## src/rtl/lm_sm_sequencer_if.sv

```systemverilog
// Bundle between the front end and the LM/SM sequencer: instruction launch
// fields and hold coming in, register-file/memory strobes and status going out.
// master = front end / pipeline side, slave = lm_sm_sequencer.
interface lm_sm_sequencer_if #(
    parameter int AW = 16
);
    logic          start;
    logic          is_load;
    logic [7:0]    reg_mask;
    logic [AW-1:0] base_addr;
    logic [2:0]    base_reg;
    logic          hold;

    logic          busy;
    logic          done;
    logic [2:0]    rf_addr;
    logic          rf_we;
    logic [AW-1:0] mem_addr;
    logic          mem_re;
    logic          mem_we;
    logic [AW-1:0] wb_data;

    modport master (
        output start, is_load, reg_mask, base_addr, base_reg, hold,
        input  busy, done, rf_addr, rf_we, mem_addr, mem_re, mem_we, wb_data
    );

    modport slave (
        input  start, is_load, reg_mask, base_addr, base_reg, hold,
        output busy, done, rf_addr, rf_we, mem_addr, mem_re, mem_we, wb_data
    );
endinterface

```

## src/rtl/lm_sm_sequencer.sv

```systemverilog
// Load-multiple / store-multiple sequencer. Walks an 8-bit register mask in
// ascending order, one register per un-held cycle, pairing each register with
// consecutive memory words starting at the latched base address.
// Optional feature macro: LMSM_BASE_WRITEBACK_EN adds a WB state that writes
// base + transfer count back to the base register and drives wb_data; without
// it wb_data is tied to zero and sequences end one cycle earlier.
// All outputs decode from registered state plus hold, never from start.
module lm_sm_sequencer #(
    parameter int AW = 16
) (
    input logic              clk,
    input logic              rst,
    lm_sm_sequencer_if.slave bus
);

`ifdef LMSM_BASE_WRITEBACK_EN
    typedef enum logic [1:0] {
        ST_IDLE = 2'd0,
        ST_XFER = 2'd1,
        ST_WB   = 2'd2,
        ST_DONE = 2'd3
    } state_t;
`else
    typedef enum logic [1:0] {
        ST_IDLE = 2'd0,
        ST_XFER = 2'd1,
        ST_DONE = 2'd3
    } state_t;
`endif

    state_t        state_q, state_d;
    logic [7:0]    mask_q, mask_d;      // registers still to transfer
    logic [3:0]    off_q, off_d;        // words transferred so far, 0..8
    logic [AW-1:0] base_q, base_d;
    logic          is_load_q, is_load_d;
`ifdef LMSM_BASE_WRITEBACK_EN
    logic [2:0]    base_reg_q, base_reg_d;
`endif
    logic [7:0]    mask_clr;

    // Index of the lowest set bit; zero for an empty mask (never decoded then).
    function automatic logic [2:0] lowest_set(input logic [7:0] m);
        logic [2:0] idx;
        idx = 3'd0;
        for (int i = 7; i >= 0; i--) begin
            if (m[i]) idx = 3'(i);
        end
        return idx;
    endfunction

    // Control state: aborts immediately on reset.
    always_ff @(posedge clk or posedge rst) begin
        if (rst) begin
            state_q <= ST_IDLE;
            mask_q  <= 8'd0;
            off_q   <= 4'd0;
        end else begin
            state_q <= state_d;
            mask_q  <= mask_d;
            off_q   <= off_d;
        end
    end

    // Latched instruction fields; only observed while a sequence is active.
    always_ff @(posedge clk) begin
        base_q    <= base_d;
        is_load_q <= is_load_d;
`ifdef LMSM_BASE_WRITEBACK_EN
        base_reg_q <= base_reg_d;
`endif
    end

    // Next-state: launch on start in IDLE, retire one mask bit per un-held XFER cycle.
    always_comb begin
        state_d   = state_q;
        mask_d    = mask_q;
        off_d     = off_q;
        base_d    = base_q;
        is_load_d = is_load_q;
`ifdef LMSM_BASE_WRITEBACK_EN
        base_reg_d = base_reg_q;
`endif
        // Clearing the lowest set bit is exactly the register being serviced.
        mask_clr  = mask_q & (mask_q - 8'd1);

        case (state_q)
            ST_IDLE: begin
                if (bus.start) begin
                    mask_d    = bus.reg_mask;
                    off_d     = 4'd0;
                    base_d    = bus.base_addr;
                    is_load_d = bus.is_load;
`ifdef LMSM_BASE_WRITEBACK_EN
                    base_reg_d = bus.base_reg;
`endif
                    // An empty mask skips transfers and writeback entirely.
                    state_d = (bus.reg_mask != 8'd0) ? ST_XFER : ST_DONE;
                end
            end
            ST_XFER: begin
                if (!bus.hold) begin
                    mask_d = mask_clr;
                    off_d  = off_q + 4'd1;
                    if (mask_clr == 8'd0) begin
`ifdef LMSM_BASE_WRITEBACK_EN
                        state_d = ST_WB;
`else
                        state_d = ST_DONE;
`endif
                    end
                end
            end
`ifdef LMSM_BASE_WRITEBACK_EN
            ST_WB: begin
                if (!bus.hold) state_d = ST_DONE;
            end
`endif
            ST_DONE: begin
                state_d = ST_IDLE;
            end
            default: begin
                state_d = ST_IDLE;
            end
        endcase
    end

    // Output decode: addresses stay visible under hold, strobes drop.
    always_comb begin
        bus.busy     = 1'b0;
        bus.done     = 1'b0;
        bus.rf_addr  = 3'd0;
        bus.rf_we    = 1'b0;
        bus.mem_addr = '0;
        bus.mem_re   = 1'b0;
        bus.mem_we   = 1'b0;
        bus.wb_data  = '0;

        case (state_q)
            ST_XFER: begin
                bus.busy     = 1'b1;
                bus.rf_addr  = lowest_set(mask_q);
                // Wraps modulo 2^AW by construction of the adder width.
                bus.mem_addr = base_q + AW'(off_q);
                bus.rf_we    = is_load_q && !bus.hold;
                bus.mem_re   = is_load_q && !bus.hold;
                bus.mem_we   = !is_load_q && !bus.hold;
            end
`ifdef LMSM_BASE_WRITEBACK_EN
            ST_WB: begin
                bus.busy    = 1'b1;
                bus.rf_addr = base_reg_q;
                bus.rf_we   = !bus.hold;
                // off_q now equals popcount of the launched mask.
                bus.wb_data = base_q + AW'(off_q);
            end
`endif
            ST_DONE: begin
                bus.done = 1'b1;
            end
            default: begin
            end
        endcase
    end

endmodule
```

## src/flat_wrapper.sv

```systemverilog
// flat-port wrapper written by rule: the top's interface ports become plain ports
module lm_sm_sequencer_flat 
#(
    parameter int AW = 16
)
  (clk, rst, bus_start, bus_is_load, bus_reg_mask, bus_base_addr, bus_base_reg, bus_hold, bus_busy, bus_done, bus_rf_addr, bus_rf_we, bus_mem_addr, bus_mem_re, bus_mem_we, bus_wb_data);
  lm_sm_sequencer_if #(.AW(AW)) bus_i ();
  input logic clk;
  input logic rst;
  input wire logic [$bits(bus_i.start)-1:0] bus_start;
  input wire logic [$bits(bus_i.is_load)-1:0] bus_is_load;
  input wire logic [$bits(bus_i.reg_mask)-1:0] bus_reg_mask;
  input wire logic [$bits(bus_i.base_addr)-1:0] bus_base_addr;
  input wire logic [$bits(bus_i.base_reg)-1:0] bus_base_reg;
  input wire logic [$bits(bus_i.hold)-1:0] bus_hold;
  output wire logic [$bits(bus_i.busy)-1:0] bus_busy;
  output wire logic [$bits(bus_i.done)-1:0] bus_done;
  output wire logic [$bits(bus_i.rf_addr)-1:0] bus_rf_addr;
  output wire logic [$bits(bus_i.rf_we)-1:0] bus_rf_we;
  output wire logic [$bits(bus_i.mem_addr)-1:0] bus_mem_addr;
  output wire logic [$bits(bus_i.mem_re)-1:0] bus_mem_re;
  output wire logic [$bits(bus_i.mem_we)-1:0] bus_mem_we;
  output wire logic [$bits(bus_i.wb_data)-1:0] bus_wb_data;
  assign bus_i.start = bus_start;
  assign bus_i.is_load = bus_is_load;
  assign bus_i.reg_mask = bus_reg_mask;
  assign bus_i.base_addr = bus_base_addr;
  assign bus_i.base_reg = bus_base_reg;
  assign bus_i.hold = bus_hold;
  assign bus_busy = bus_i.busy;
  assign bus_done = bus_i.done;
  assign bus_rf_addr = bus_i.rf_addr;
  assign bus_rf_we = bus_i.rf_we;
  assign bus_mem_addr = bus_i.mem_addr;
  assign bus_mem_re = bus_i.mem_re;
  assign bus_mem_we = bus_i.mem_we;
  assign bus_wb_data = bus_i.wb_data;
  lm_sm_sequencer #(.AW(AW)) u_core (.clk(clk), .rst(rst), .bus(bus_i));
endmodule
```

## config.mk

```make
export PLATFORM = sky130hd
export DESIGN_NAME = lm_sm_sequencer_flat
export DESIGN_NICKNAME = d
export VERILOG_FILES = /design/src/rtl/lm_sm_sequencer_if.sv /design/src/rtl/lm_sm_sequencer.sv /design/src/flat_wrapper.sv
export SDC_FILE = /design/constraint.sdc
export NUM_CORES = 1
export LEC_CHECK = 0
export CORE_ASPECT_RATIO = 1.4
export CORE_MARGIN = 1.5
export CORE_UTILIZATION = 41
export CTS_CLUSTER_DIAMETER = 200
export CTS_CLUSTER_SIZE = 16
export DETAILED_ROUTE_END_ITERATION = 7
export HOLD_SLACK_MARGIN = 0.08
export PLACE_DENSITY = 0.79
export SYNTH_ARGS = -nofsm -noshare
export SYNTH_HDL_FRONTEND = slang
export SYNTH_SLANG_ARGS = --single-unit
export TNS_END_PERCENT = 30
```

## constraint.sdc

```tcl
create_clock -name clk -period 3.2 [get_ports clk]
set_input_delay 0.8 -clock clk [delete_from_list [all_inputs] [get_ports clk]]
set_output_delay 0.8 -clock clk [all_outputs]
set_load 0.01 [all_outputs]
```

* Yosys cells after proc, flatten, opt, wreduce, memory -nomap -nowiden *
Cells that the tools add are included.

word-level totals
  register bits after elaboration = 31
  logic and storage cells = 50

operators by class
  add/sub/neg operators = 3
  equality and inequality tests = 5
  mux-type cells = 25
  bitwise logic cells = 1
  reduce and logical (&&, ||, !) cells = 11

operators with widths
  operator                                          count
  2-to-1 mux 3 bit                                  9
  adder 16 x 4 -> 16 bit                            1
  2-to-1 mux 16 bit                                 1
  2-to-1 mux 8 bit                                  2
  one-hot mux 8 bit (2 select lines)                1
  bitwise AND 8 bit                                 1
  zero test 8 bit                                   1
  2-to-1 mux 2 bit                                  4
  2-to-1 mux 4 bit                                  2
  one-hot mux 4 bit (2 select lines)                1
  nonzero test 8 bit                                1
  subtractor 8 x 1 -> 8 bit, second input constant  1
  AND reduction 3 bit                               2
  adder 4 x 1 -> 4 bit, second input constant       1
  2-to-1 mux 1 bit                                  4
  != test 2 bit, second input constant              2
  one-hot mux 2 bit (2 select lines)                1
  == test 2 x 1 -> 1 bit, second input constant     1
  == test 2 bit, second input constant              1
  logical AND 1 bit                                 2
  zero test 1 bit                                   2
  zero test 2 bit                                   1
  != test 2 x 1 -> 1 bit, second input constant     1
  AND reduction 2 bit                               1
  nonzero test 2 bit                                1

* Depth between registers and ports, before layout *
Gate-level depths: netlist (run 1).

  depth in word-level cells = 9
  gate-level depth with buffers = 7
  depth with buffers taken out = 6

* Worst setup path after synthesis (run 1) *
No wires, ideal clock.

  path kind = reg2out
  from = reg u_core.off_q[0]
  to = out bus_mem_addr[10]
  arrival = 1.906 ns
  slack = 0.494 ns
  cell stages (with the launch flop) = 8
  path buffers = 1
  cells stage by stage = dfrtp_1 ha_1 fa_1 a21o_1 a21oi_1 clkbuf_1 o21ai_0 a21oi_1

between the ends
  longest elaborated chain between the ends = 2

RTL lines
  element                   line                    text
  start: declaration        lm_sm_sequencer.sv:33   logic [3:0] off_q, off_d;
  start signal: assignment  lm_sm_sequencer.sv:56   off_q <= 4'd0;
  start signal: assignment  lm_sm_sequencer.sv:60   off_q <= off_d;
  adder 16 x 4 -> 16 bit    lm_sm_sequencer.sv:143  bus.mem_addr = base_q + AW'(off_q);
  2-to-1 mux 16 bit         lm_sm_sequencer.sv:138  case (state_q)
  end: declaration          flat_wrapper.sv:20      output wire logic [$bits(bus_i.mem_addr)-1:0] bus_mem_addr;

No other way between the ends.

* Worst setup path in the final report (run 1) *
  from = reg u_core.base_q[0]
  to = out bus_mem_addr[14]

between the ends
  longest elaborated chain between the ends = 2

RTL lines
  element                   line                    text
  start: declaration        lm_sm_sequencer.sv:34   logic [AW-1:0] base_q, base_d;
  start signal: assignment  lm_sm_sequencer.sv:66   base_q <= base_d;
  adder 16 x 4 -> 16 bit    lm_sm_sequencer.sv:143
  2-to-1 mux 16 bit         lm_sm_sequencer.sv:138

No other way between the ends.

==> reports/qor.yml, run 1 <==
synth:
  ys_ff_latch: 31
  synth_compound_area_share_pct: 20.55
  ys_seq_area_share_pct: 44.33
  syn_area_per_cell_um2: 10.01
  synth_mux_area_share_pct: 0.5799
  synth-xor-area-share_pct: 1.804
  yosys.area_share.simple_pct: 17.98
  ys_warn_count: 0
  synth_fa_ha_area_share_pct: 4.253
  synth_top_family_by_area: "compound AO/OA/AOI/OAI gates"
  synth_cell_types: 49
  synth_area_mm2: 0.001942
  netlist_instances: 194
global_routing:
  grt_overflow: 0
  grt_start_max_net_pins: 17
  grt_pass1_vias: 1646
  grt_pass1_wl_mm: 7.596
  gr-usage-all-layers_pct: 19.42
  antenna_found_initial: 0
floorplan:
  die_h_um: 84.43
  die_w_um: 61.17
  dieArea_mm2: 0.005164
  row_count: 29
  initial_core_util_pct: 42.81
  core_mm2: 0.004536
  num_io_pins: 72
power_and_ir_drop:
  netSwitchingFraction_pct: 40.49
  power_frac_clock_pct: 13.6
  finalPower_w: 0.002126
  p_seq_share_pct: 32.6
  combPwrFrac_pct: 53.9
  power.density_mw_per_mm2: 826.8
  switchingPower_w: 0.0008608
  internal-power_w: 0.001265
  irDropWorstVdd_mv: 0.5188
  cellLeakagePower_nw: 1.039
setup_path:
  cp_data_required_time_ps: 2400
  crit_chain: "ha_1 > fa_1 > a21o_1 > a21oi_2 > buf_4 > o21ai_0 > a21oi_1 > clkdlybuf4s15_1"
  cpPeakStageDelay_ps: 420
  critPathLaunchType: "flop"
  path_buf_inv: 2
  critPathCaptureType: "primary output"
  critPathMaxFanout: 6
  critPathSlowestCell: "fa_1"
  crit_type: "reg2out"
  crit_family: "adder cells"
  arrival_ps: 2290
clock_network:
  clk_pin_slew_worst_paths_ps: 60
  insertion_delay_ps: 280
  htree_levels: 2
  cts_tree: "done"
  clock_sinks: 31
  cts_buffers: 5
  cts_buffer_depth: 2
  clock_tree.root_cell: "clkbuf_8"
  ctsHoldBuffers: 0
  post-cts-setup-buffers: 0
finish:
  layout-drive-gt1-share_pct: 12.16
  nets: 292
  n_fill_cell: 424
  diodes: 0
  syn_to_final_growth_pct: 32.41
drt:
  antenna_left: 0
  drt_iter0_drc: 65
  wl_per_cell_um: 14.05
  vias: 1668
  drc: 0
  via_per_inst: 5.262
  drt-pass1-iter-count: 4
  wl_mm: 4.454
min_path:
  holdCritPathClass: "reg2reg"
timing:
  setup_viol: 0
  fin_crit_sh_pct: 96.68
  max_freq_ghz: 0.3232
  drv_slew: 0
  finalSetupTns_ps: 0
  fin_worst_skew_ps: 7.953
  rsz0062_at_grt: "true"
  relSlewSlack_pct: 63.35
  hold_viol: 0
  hold_ws_ps: 546.5
  worst_slew_pin_slew_ps: 547.8
  min_period_ps: 3094
run_status:
  outcome: "finished, final reports clean"
place:
  place_congestion: 0.9014
  place.detailed.hpwl_mm: 3.261
  io_buffers: 52
run:
  maxCapViolations: 0
registers in the layout, indices dropped and copies added, names as in the netlist:
signal and flops:
u_core.off_q 4, u_core.base_q 16, u_core.is_load_q 1, u_core.mask_q 8, u_core.state_q 2
path summary, 6_finish.rpt:
check                      cells after the start                           from  slack, ps                           end
setup / recovery                               8     u_core.base_q[0]$_DFFE_PP_        110              bus_mem_addr[14]
hold / removal                                 2    u_core.off_q[3]$_DFFE_PP0P_        550   u_core.off_q[3]$_DFFE_PP0P_
setup reg to reg                               7  u_core.state_q[0]$_DFFE_PP0P_       1150  u_core.mask_q[3]$_DFFE_PP0P_
hold reg to reg                                2    u_core.off_q[3]$_DFFE_PP0P_        550   u_core.off_q[3]$_DFFE_PP0P_
max in group asynchronous                      2                            rst       1960   u_core.off_q[3]$_DFFE_PP0P_
min in group asynchronous                      2                            rst        870  u_core.mask_q[2]$_DFFE_PP0P_
cell usage after synthesis (all sizes together):
cell type / number / share of area [%]
nor4b: 1 / 0.45
nor3: 3 / 0.77
and2: 4 / 1.3
mux2: 1 / 0.58
ha: 5 / 3.2
or4b: 1 / 0.52
xnor2: 2 / 0.90
a2111oi: 1 / 1.4
buf: 20 / 8.0
nor2: 14 / 2.7
o31ai: 1 / 0.39
a21oi: 17 / 4.4
a22o: 4 / 1.8
nand3b: 1 / 0.39
nor2b: 1 / 0.32
or3: 9 / 3.0
and3: 1 / 0.32
o21bai: 1 / 0.39
nand3: 3 / 0.77
a21o: 5 / 1.9
clkbuf: 5 / 0.97
nand2b: 1 / 0.32
a211o: 1 / 0.45
o21a: 2 / 0.77
nor4: 3 / 0.97
o2bb2ai: 1 / 0.45
o22ai: 2 / 0.64
conb: 1 / 0.19
a32o: 1 / 0.52
and4: 2 / 0.90
or4: 2 / 0.97
nand4: 4 / 2.1
nand2: 8 / 1.5
xor2: 2 / 0.90
nor3b: 1 / 0.64
fa: 1 / 1.0
o21ai: 16 / 4.1
a211oi: 7 / 3.0
dfrtp: 14 / 18
edfxtp: 17 / 26
inv: 7 / 1.4
a31oi: 1 / 0.32
kinds of logic after synthesis:
| logic type | Yosys count |
|---|---|
| AND/OR/NAND/NOR | 59 |
| AO/OA/AOI/OAI | 60 |
| other | 1 |
| XOR/XNOR | 4 |
| adder cells (fa/ha/maj) | 6 |
| multiplexers | 1 |
| flip-flops | 31 |
| buffers and inverters | 32 |
worst reg2reg max path, cell delays in order, from the launching register on:
cell and delay, ps:
dfrtp_1 510, inv_1 170, nand3b_1 260, inv_1 100, buf_4 190, nor2_1 450, o21ai_0 180, o21ai_0 110
cells in the final DEF (no fill, tap or decap), types with 2 or more instances in the layout:
master | netlist | layout
a211oi_1 | 6 | 6
a21o_1 | 5 | 5
a21oi_1 | 17 | 15
a22o_1 | 4 | 4
and2_1 | 4 | 4
and4_1 | 2 | 2
buf_4 | 17 | 10
clkbuf_1 | 5 | 2
clkbuf_2 | 0 | 4
clkbuf_8 | 0 | 5
clkdlybuf4s15_1 | 0 | 2
clkdlybuf4s50_1 | 0 | 40
conb_1 | 1 | 16
dfrtp_1 | 14 | 14
dlygate4sd2_1 | 0 | 6
edfxtp_1 | 17 | 17
ha_1 | 5 | 5
inv_1 | 7 | 7
nand2_1 | 8 | 8
nand3_1 | 3 | 3
nand4_1 | 3 | 3
nor2_1 | 14 | 14
nor3_1 | 3 | 3
nor4_1 | 3 | 3
o21a_1 | 2 | 2
o21ai_0 | 15 | 15
o22ai_1 | 2 | 2
or3_1 | 7 | 7
or3_2 | 2 | 2
xnor2_1 | 2 | 2
xor2_1 | 2 | 2
power by group through the flow:
| stage | logic (W) | registers [W] | clock network [W] |
|---|---|---|---|
| after CTS | 0.00114 | 0.000688 | 0.000294 |
| final | 0.00114 | 0.000693 | 0.000288 |
| after global routing | 0.00128 | 0.000713 | 0.000314 |
| after detailed placement | 0.00116 | 0.000695 | 0 |
| after floorplan | 0.000700 | 0.000649 | 0 |
| after global placement | 0.00114 | 0.000689 | 0 |
per-layer routing:
metal | share of wire (%) | GRT usage [%] | vias to the layer above | wire length, µm
met5 | 0 | 0 | - | 0
met4 | 0.90 | 6.522 | 0 | 40
met2 | 55 | 32.50 | 67 | 2462
met1 | 39 | 24.58 | 796 | 1727
li1 | - | - | 803 | -
met3 | 5.0 | 3.390 | 2 | 224
per-stage QoR:
step	std cells	setup WS [ps]	instance area, µm²	util, %
floorplan	209	494.0	1998	-
global placement	308	-20.73	2497	55.06
detailed placement	308	-75.84	2497	55.06
CTS	316	38.16	2575	56.77
global route	317	-19.04	2571	56.69
finish	317	106.1	2571	56.69
repair_timing:
| item | CTS | global route |
|---|---|---|
| endpoints found under the setup margin | 12 | 6 |
| cloned | 0 | 1 |
| resized for setup | 14 | 12 |
cell type report:
type	count	area (µm²)	area share (%)
clock buffer	7	76.32	2.968
sequential	31	860.8	33.48
inverter	7	26.28	1.022
multi-input combinational	146	952.2	37.03
tap	62	77.57	3.017
timing repair buffer	63	573.1	22.29
clock inverter	1	5.005	0.1946
No activity file was read; power rests on OpenSTA's default activity.
==> run 2, diff against run 1 <==
Settings changed: CORE_UTILIZATION 41 to 35, CTS_CLUSTER_DIAMETER 200 to unset, PLACE_DENSITY 0.79 to 0.7.
==> reports/qor.yml, run 2 (synthesized netlist as in run 1, its figures left out) <==
power_and_ir_drop:
  internal-power_w: 0.001338  # +5.8%
  cellLeakagePower_nw: 1.038  # about the same
  switchingPower_w: 0.0008512  # -1.1%
  netSwitchingFraction_pct: 38.87  # -1.6 points
  finalPower_w: 0.002190  # +3.0%
  irDropWorstVdd_mv: 0.5711  # +10%
  power_frac_clock_pct: 17.0  # +3.4 points
  p_seq_share_pct: 32.2  # -0.4 points
  power.density_mw_per_mm2: 841.8  # +1.8%
  combPwrFrac_pct: 50.8  # -3.1 points
clock_network:
  cts_buffer_depth: 2  # unchanged
  cts_buffers: 5  # unchanged
  clk_pin_slew_worst_paths_ps: 70  # about the same
  clock_sinks: 31  # unchanged
  insertion_delay_ps: 280  # about the same
  cts_tree: "done"
  clock_tree.root_cell: "clkbuf_8"
  htree_levels: 2  # unchanged
  ctsHoldBuffers: 0  # unchanged
global_routing:
  grt_pass1_wl_mm: 7.162  # -5.7%
  antenna_found_initial: 0  # unchanged
  grt_overflow: 0  # unchanged
  grt_pass1_vias: 1561  # -5.2%
  gr-usage-all-layers_pct: 15.39  # -4.0 points
  grt_start_max_net_pins: 17  # unchanged
timing:
  relSlewSlack_pct: 62.01  # -1.3 points
  rsz0062_at_grt: "false"
  hold_viol: 0  # unchanged
  setup_viol: 0  # unchanged
  fin_crit_sh_pct: 96.64  # about the same
  hold_ws_ps: 524.6  # -21.89 ps
  finalSetupTns_ps: 0  # unchanged
  min_period_ps: 3092  # -1.565 ps
  fin_worst_skew_ps: 5.048  # -2.906 ps
  drv_slew: 0  # unchanged
  worst_slew_pin_slew_ps: 569.2  # +21.45 ps
  max_freq_ghz: 0.3234  # about the same
setup_path:
  reg2reg_setup_slack_ps: 1240  # +90 ps
  r2r_start: "u_core.state_q[0]$_DFFE_PP0P_"
  critPathCaptureType: "primary output"
  critPathMaxFanout: 12  # +6
  arrival_ps: 2290  # about the same
  rr_endpoint: "u_core.mask_q[3]$_DFFE_PP0P_"
  critPathLaunchType: "flop"
  rr_worst_depth: 7  # unchanged
  cp_data_required_time_ps: 2400  # about the same
  crit_type: "reg2out"
drt:
  via_per_inst: 5.252  # -0.19%
  drt-pass1-iter-count: 4  # unchanged
  drc: 0  # unchanged
  drt_iter0_drc: 51  # -22%
  wl_per_cell_um: 13.99  # -0.43%
  vias: 1670  # +0.12%
  antenna_left: 0  # unchanged
  wl_mm: 4.449  # -0.11%
min_path:
  hold_depth: 1  # -1
  hold_end: "u_core.state_q[1]$_DFFE_PP0P_"
  holdCritPathClass: "reg2reg"
  min-delay-start: "u_core.state_q[1]$_DFFE_PP0P_"
finish:
  syn_to_final_growth_pct: 33.96
  layout-drive-gt1-share_pct: 10.71  # -1.4 points
  diodes: 0  # unchanged
  reg.largest.list: "u_core.base_q (16), u_core.mask_q (8), u_core.off_q (4)"
  n_fill_cell: 518  # +22%
  largest_register_ffs: 16  # unchanged
  nets: 289  # -1.0%
  final_cell_mix: "40 x clkdlybuf4s50_1, 17 x a21oi_1, 17 x edfxtp_1, 16 x conb_1, 15 x o21ai_0"
  largest-register: "u_core.base_q"
  final_common_cell: "clkdlybuf4s50_1"
floorplan:
  initial_core_util_pct: 36.81  # -6.0 points
  row_count: 31  # +6.9%
  num_io_pins: 72  # unchanged
  core_mm2: 0.005275  # +16%
  die_w_um: 65.95  # +7.8%
  die_h_um: 91.14  # +7.9%
  dieArea_mm2: 0.006010  # +16%
place:
  place.detailed.hpwl_mm: 3.374  # +3.4%
  io_buffers: 52  # unchanged
  place_congestion: 0.9024  # +0.11%
run_status:
  outcome: "finished, final reports clean"
run:
  maxCapViolations: 0  # unchanged
==> run 2: changes by cell type in the layout (fill, tap and decap cells not counted), moves of 2 or more <==
| cell | change |
|---|---|
| clkbuf_2 | -4 |
| dlygate4sd2_1 | +4 |
| a21oi_1 | +2 |
| buf_4 | -2 |
| clkbuf_1 | -2 |
| ha_1 | -2 |
==> run 2: worst max-delay path, cell delays in order (launching register included) <==
cell             delay [ps]
dfrtp_2                 450
ha_1                    320
a211o_1                 150
a21oi_1                  70
buf_4                   170
or4b_1                  460
a21oi_1                 150
clkdlybuf4s15_1         250
==> run 2: timing repair <==
item / CTS / global route
gates resized for setup: 15 / 3
setup endpoints to repair: 12 / 3
cloned: 0 / 0
setup buffers: 0 / 1
==> run 2: layer usage <==
metal / global-route usage, % / vias up / part of all wire (%)
met5: 0 / - / 0
met4: 6.122 / 0 / 1.9
met3: 3.098 / 8 / 6.6
met2: 27.19 / 64 / 52
met1: 17.74 / 793 / 39
li1: - / 805 / -
==> run 2: worst max path at each step <==
| stage | depth (start not counted) | from | slack, ps | end |
|---|---|---|---|---|
| finish | 7 | u_core.off_q[1]$_DFFE_PP0P_ | 110 | bus_mem_addr[13] |
| global route | 7 | u_core.off_q[1]$_DFFE_PP0P_ | 2 | bus_mem_addr[13] |
| CTS | 7 | u_core.off_q[1]$_DFFE_PP0P_ | 80 | bus_mem_addr[13] |
| detailed placement | 8 | u_core.base_q[0]$_DFFE_PP_ | 50 | bus_mem_addr[6] |
| global placement | 8 | u_core.base_q[0]$_DFFE_PP_ | 100 | bus_mem_addr[6] |
| floorplan | 7 | u_core.off_q[0]$_DFFE_PP0P_ | 490 | bus_mem_addr[10] |
==> run 2: cell type report <==
type	count	area (µm²)	area share, %
multi-input combinational	146	954.7	36.70
clock buffer	5	68.82	2.646
clock inverter	3	38.79	1.491
timing repair buffer	60	568.0	21.84
tap	66	82.58	3.175
sequential	31	862.1	33.14
inverter	7	26.28	1.010
==> run 2: through the flow <==
step / worst slack [ps] / utilization (%) / std cells / area [µm²]
3_3_place_gp: 95.38 / 47.01 / 309 / 2480
4_1_cts: 80.97 / 48.89 / 317 / 2579
5_1_grt: 2.160 / 49.31 / 318 / 2601
2_1_floorplan: 494.0 / - / 209 / 1998
3_5_place_dp: 54.19 / 47.01 / 309 / 2480
6_report: 107.7 / 49.31 / 318 / 2601
==> run 2: power groups by stage <==
stage	clock network, W	logic (W)	registers [W]
floorplan	0	0.000700	0.000649
global placement	0	0.00113	0.000699
detailed placement	0	0.00115	0.000702
CTS	0.000383	0.00111	0.000699
global route	0.000402	0.00123	0.000721
finish	0.000372	0.00111	0.000704
==> run 3, diff against run 2 <==
Settings changed: CAP_MARGIN set to 30.
==> results of run 3 <==
No change in the layout: final DEF, timing and power equal those of run 2.
